**src/rtl/sig_sched.sv**
```systemverilog
// rtl/sig_sched.sv - round-robin scheduler sharing one sig_gen serializer
// Arbitrates level requests, launches sig_gen, and acks the winner on completion or start timeout.
module sig_sched #(
  parameter int NUM_REQ       = 3,
  parameter int MESSAGE_WIDTH = 16,
  parameter int START_TIMEOUT = 8,
  parameter int GAP_CYCLES    = 2
) (
  input  logic                             clk_in,
  input  logic                             rst_in,
  input  logic [NUM_REQ-1:0]               req_in,
  input  logic [NUM_REQ*MESSAGE_WIDTH-1:0] msg_in,
  output logic [NUM_REQ-1:0]               ack_out,
  output logic                             err_out,
  output logic                             busy_out,
  output logic [$clog2(NUM_REQ)-1:0]       grant_id_out,
  output logic [MESSAGE_WIDTH-1:0]         sig_msg_out,
  output logic                             sig_trigger_out,
  input  logic                             sig_status_in
);
  localparam int GW      = $clog2(NUM_REQ);
  localparam int CNT_MAX = (START_TIMEOUT > GAP_CYCLES) ? START_TIMEOUT : GAP_CYCLES;
  localparam int CW      = $clog2(CNT_MAX + 1);
  localparam logic [CW-1:0] TO_LAST   = CW'(START_TIMEOUT - 1);
  localparam logic [CW-1:0] GAP_LAST  = CW'((GAP_CYCLES > 0) ? GAP_CYCLES - 1 : 0);
  localparam logic [GW:0]   NUM_REQ_W = (GW + 1)'(NUM_REQ);

  typedef enum logic [2:0] {
    S_IDLE, S_LAUNCH, S_WAIT_START, S_WAIT_DONE, S_ACK, S_GAP
  } state_t;

  state_t                   state_q, state_d;
  logic [GW-1:0]            ptr_q, ptr_d;
  logic [GW-1:0]            grant_q, grant_d;
  logic [CW-1:0]            cnt_q, cnt_d;
  logic [MESSAGE_WIDTH-1:0] msg_q, msg_d;
  logic                     trig_q, trig_d;
  logic [NUM_REQ-1:0]       ack_q, ack_d;
  logic                     err_q, err_d;
  logic                     busy_q, busy_d;

  logic [2*NUM_REQ-1:0]     req_rot;
  logic [GW-1:0]            win_off;
  logic [GW:0]              win_sum;
  logic [GW-1:0]            win_idx;
  logic                     win_valid;
  logic [MESSAGE_WIDTH-1:0] win_msg;

  // Rotate requests so the pointer's index sits at bit 0; the lowest set bit wins.
  always_comb begin
    req_rot   = {req_in, req_in} >> ptr_q;
    win_valid = 1'b0;
    win_off   = '0;
    for (int off = NUM_REQ - 1; off >= 0; off--) begin
      if (req_rot[off]) begin
        win_valid = 1'b1;
        win_off   = GW'(off);
      end
    end
    win_sum = {1'b0, ptr_q} + {1'b0, win_off};
    if (win_sum >= NUM_REQ_W) win_sum = win_sum - NUM_REQ_W;
    win_idx = win_sum[GW-1:0];
    win_msg = '0;
    for (int i = 0; i < NUM_REQ; i++) begin
      if (win_idx == GW'(i)) win_msg = msg_in[i*MESSAGE_WIDTH +: MESSAGE_WIDTH];
    end
  end

  always_comb begin
    state_d = state_q;
    ptr_d   = ptr_q;
    grant_d = grant_q;
    cnt_d   = cnt_q;
    msg_d   = msg_q;
    trig_d  = 1'b0;
    ack_d   = '0;
    err_d   = 1'b0;
    case (state_q)
      S_IDLE: begin
        if (win_valid) begin
          grant_d = win_idx;
          msg_d   = win_msg;
          trig_d  = 1'b1;
          state_d = S_LAUNCH;
        end
      end
      S_LAUNCH: begin
        cnt_d   = '0;
        state_d = S_WAIT_START;
      end
      S_WAIT_START: begin
        // A start seen on the last allowed cycle still wins over the timeout.
        if (sig_status_in) begin
          state_d = S_WAIT_DONE;
        end else if (cnt_q == TO_LAST) begin
          ack_d   = NUM_REQ'(1) << grant_q;
          err_d   = 1'b1;
          state_d = S_ACK;
        end else begin
          cnt_d = cnt_q + 1'b1;
        end
      end
      S_WAIT_DONE: begin
        if (!sig_status_in) begin
          ack_d   = NUM_REQ'(1) << grant_q;
          state_d = S_ACK;
        end
      end
      S_ACK: begin
        ptr_d   = (grant_q == GW'(NUM_REQ - 1)) ? '0 : grant_q + 1'b1;
        cnt_d   = '0;
        state_d = (GAP_CYCLES > 0) ? S_GAP : S_IDLE;
      end
      S_GAP: begin
        if (cnt_q == GAP_LAST) state_d = S_IDLE;
        else cnt_d = cnt_q + 1'b1;
      end
      default: state_d = S_IDLE;
    endcase
    busy_d = (state_d != S_IDLE);
  end

  always_ff @(posedge clk_in or negedge rst_in) begin
    if (!rst_in) begin
      state_q <= S_IDLE;
      ptr_q   <= '0;
      grant_q <= '0;
      cnt_q   <= '0;
      msg_q   <= '0;
      trig_q  <= 1'b0;
      ack_q   <= '0;
      err_q   <= 1'b0;
      busy_q  <= 1'b0;
    end else begin
      state_q <= state_d;
      ptr_q   <= ptr_d;
      grant_q <= grant_d;
      cnt_q   <= cnt_d;
      msg_q   <= msg_d;
      trig_q  <= trig_d;
      ack_q   <= ack_d;
      err_q   <= err_d;
      busy_q  <= busy_d;
    end
  end

  assign ack_out         = ack_q;
  assign err_out         = err_q;
  assign busy_out        = busy_q;
  assign grant_id_out    = grant_q;
  assign sig_msg_out     = msg_q;
  assign sig_trigger_out = trig_q;
endmodule
```
**config.mk**
```make
export PLATFORM = sky130hd
export DESIGN_NAME = sig_sched
export DESIGN_NICKNAME = d
export VERILOG_FILES = /design/src/rtl/sig_sched.sv
export SDC_FILE = /design/constraint.sdc
export NUM_CORES = 1
export LEC_CHECK = 0
export CORE_MARGIN = 2
export CORE_UTILIZATION = 40
export DETAILED_ROUTE_END_ITERATION = 6
export GPL_TIMING_DRIVEN = 0
export PLACE_DENSITY = 0.75
export SLEW_MARGIN = 0
export SYNTH_ARGS = -nofsm -noshare
export SYNTH_HDL_FRONTEND = slang
export SYNTH_SLANG_ARGS = --single-unit
```
**constraint.sdc**
```tcl
create_clock -name clk_in -period 6.25 [get_ports clk_in]
set_clock_uncertainty 0.1 [all_clocks]
set_input_delay 1.25 -clock clk_in [delete_from_list [all_inputs] [get_ports clk_in]]
set_output_delay 1.25 -clock clk_in [all_outputs]
set_load 0.05 [all_outputs]
```
==> results.md <==
* Row cnt at 25
* Slew Limit Headroom at 0.507
* Cts repair resizes at 0
* PwrDens at 564 nW/um^2
* Routed WL at 4400 um
* Mux contribution to synthesized area at 0.0952
* Synth Area in XOR/XNOR at 0.00919
* WP data required at 6.31 ns
* DR vias/cell at 5.15
* Antenna violations before repair at 0
* Synthesis Warnings at 0
* Syn nets at 245
* Ranking of synthesized cells by area: dfrtp_1, mux2i_1, o221ai_2
* Die area at 5330 sq um
* Main combinational cell family by area after synthesis: simple AND/OR/NAND/NOR gates
* CP Launch Type: input port
* Routability congestion estimate at 0.842
* DR vias at 1673
* Sink Count at 33
* PortBufs at 77
* DRT Pass-1 Iters at 4
* Compound-Gate Fraction of Synth Area at 0.169
* Share of layout cells above drive strength 1 at 0.0996
* Initial core utilization at 0.409
* Most frequent cells in the layout: clkdlybuf4s50_1, dfrtp_1, nand2_1
* # diodes at 0
* GRT Resource Usage Total at 0.180
* IO Pins at 78
* R2r setup slk at 2.71 ns
* First-pass GRT wire length at 7420 um
* Total gr overflow at 0
* Layout Cells excl Fill at 325
* Tmin final at 4.55 ns
* Setup bufs post-CTS at 0
* Post-Synth Adder-Cell Area at 0.0368
* Max Root-Sink Buffers at 2
* Mean Syn Cell Area at 10.2 sq um
* Count of pins over their slew limit at 0
* Crit path capture type: flop
* Simple-gate share of the synthesized area at 0.176
* Seq/Total Area, Yosys at 0.433
* Die H at 73.0 um
* Final Hold Slack at 0.391 ns
* Post-synth top area cell: dfrtp_1
* #FFs+latches synth at 33
* Final ANT Viol Nets at 0
* Post-Synthesis Cells at 186
* Status: finished clean
* WL/cell at 13.5 um
* Initial drt markers at 76
* Final-report setup violation count at 0
* Nets at 329
* Fin crit share at 0.728
* Worst slew pin tran at 0.740 ns
* HPWL after DPL at 3330 um
* Clock insertion delay at the later pin of the skew report at 0.28 ns
* Vias in the first global route at 1648
* Leading cell type in the layout, fill and taps excluded: clkdlybuf4s50_1
* Worst Path Max Fanout at 10
* CTS clk-pin slew, worst paths at 0.07 ns
* Critical path type: input port to flop
* Final Hold Fails at 0
* RSZ-0062 raised after global routing: no
* Die X-Extent at 73.0 um
* Fmax at 220 MHz
* Fin Setup TNS at 0 ns
* DRC at 0
* Max-Cap Viols at 0
* Placeable Area at 4660 sq um
* Largest net degree at the start of global routing at 34
* TritonCTS clock tree: yes
* CTS buffer count at 5
* Number of H-tree levels at 2
* Hold/Removal Path Class: flop to flop
* Cell count after placement at 317
* Leak Pwr at 0.00132 uW
* Max VDD drop at 0.000284 V
* Area Overhead vs Synth at 47.9%
* Arr. time, crit path at 4.61 ns
* Hold Buf Count CTS at 0
* Distinct cells, synth at 44
* Root Buffer: clkbuf_8
* Syn Std Cell Area at 1910 sq um
* Post-synth top area share at 0.433
[logic make-up (layout without fill, tap and decap cells)]
group,count (synthesis),in the layout
flops,33,33
compound gates,33,33
simple gates,62,62
fa+ha+maj,5,5
mux,18,18
xor+xnor,2,2
buf+inv,33,118
[routing by layer]
metal  GRT usage  vias to the layer above  part of all wire
li1            -                      819                 -
met1       0.237                      788              0.46
met2       0.288                       61              0.47
met3      0.0580                        5             0.061
met4      0.0432                        0            0.0091
met5           0                        -                 0
[path summary, 6_finish.rpt]
| path | startpoint | endpoint | cells after the start |
|---|---|---|---|
| hold / removal | sig_msg_out[2] | sig_msg_out[2] | 2 |
| setup / recovery | req_in[2] | sig_msg_out[6] | 14 |
| setup reg to reg | ptr_q[1] | sig_msg_out[6] | 14 |
| max in group asynchronous | rst_in | sig_msg_out[8] | 1 |
| hold reg to reg | sig_msg_out[2] | sig_msg_out[2] | 2 |
| min in group asynchronous | rst_in | sig_msg_out[9] | 1 |
[worst max-delay path: stages]
cell             delay (ns)
clkdlybuf4s50_1        0.55
nor4bb_1               0.31
a221o_1                0.17
ha_1                   0.14
inv_1                  0.04
fa_1                   0.50
inv_1                  0.05
ha_1                   0.20
and3b_1                0.22
o21bai_1               0.10
buf_2                  0.28
buf_2                  0.34
mux2i_1                0.33
o221ai_2               0.13
[Yosys cell counts]
library cell and n:
buf_1 1, a21oi_1 1, nand2b_1 4, a311oi_1 1, dfrtp_1 33, o221ai_2 9
nor4bb_1 2, mux2_2 1, o21bai_1 1, a31oi_1 1, o21a_1 1, and3b_1 1
a21boi_0 1, o221ai_1 7, fa_1 1, nor3_2 1, o31ai_1 2, or3_1 1
ha_1 4, o22ai_1 1, buf_6 3, nand3b_1 1, o311a_1 1, nand2_1 24
inv_1 23, o21ai_2 1, buf_2 6, nor2b_1 5, a221o_1 1, xnor2_1 1
o211a_1 1, nor3_1 3, nand4bb_1 1, and3_1 1, mux2i_1 17, and2_1 2
o21ai_0 3, or3b_1 1, xor2_1 1, nor3b_1 3, nor4b_1 2, nor2_1 6
nand3_1 4, a21o_1 1
[power breakdown]
part,internal (uW),switching (uW)
combinational,442,626
sequential,308,60.9
clock,79.1,73.7
[flip-flops by register name (all words and copies together), names as in the netlist]
name,flops
ack_out,3
busy_out,1
cnt_q,4
err_out,1
grant_id_out,2
ptr_q,2
sig_msg_out,16
sig_trigger_out,1
state_q,3
[layout make-up]
| cell class | count | area, sq um |
|---|---|---|
| Fill cell | 376 | 1840 |
| Multi-Input combinational cell | 120 | 926 |
| Sequential cell | 33 | 826 |
| Timing Repair Buffer | 77 | 766 |
| Inverter | 23 | 86.3 |
| Clock buffer | 8 | 80.1 |
| Buffer | 10 | 67.6 |
| Tap cell | 54 | 67.6 |
[stage by stage]
stage          instance area [sq um]   util  worst slack (ns)  total power (uW)
4_1_cts                         2820  0.605              1.66              1610
3_3_place_gp                    2740  0.589              1.39              1430
2_1_floorplan                   1910      -              2.37              1150
5_1_grt                         2820  0.605              1.49              1710
6_report                        2820  0.605              1.70              1590
3_5_place_dp                    2740  0.588              1.36              1450
(Power assumes the default switching activity.)
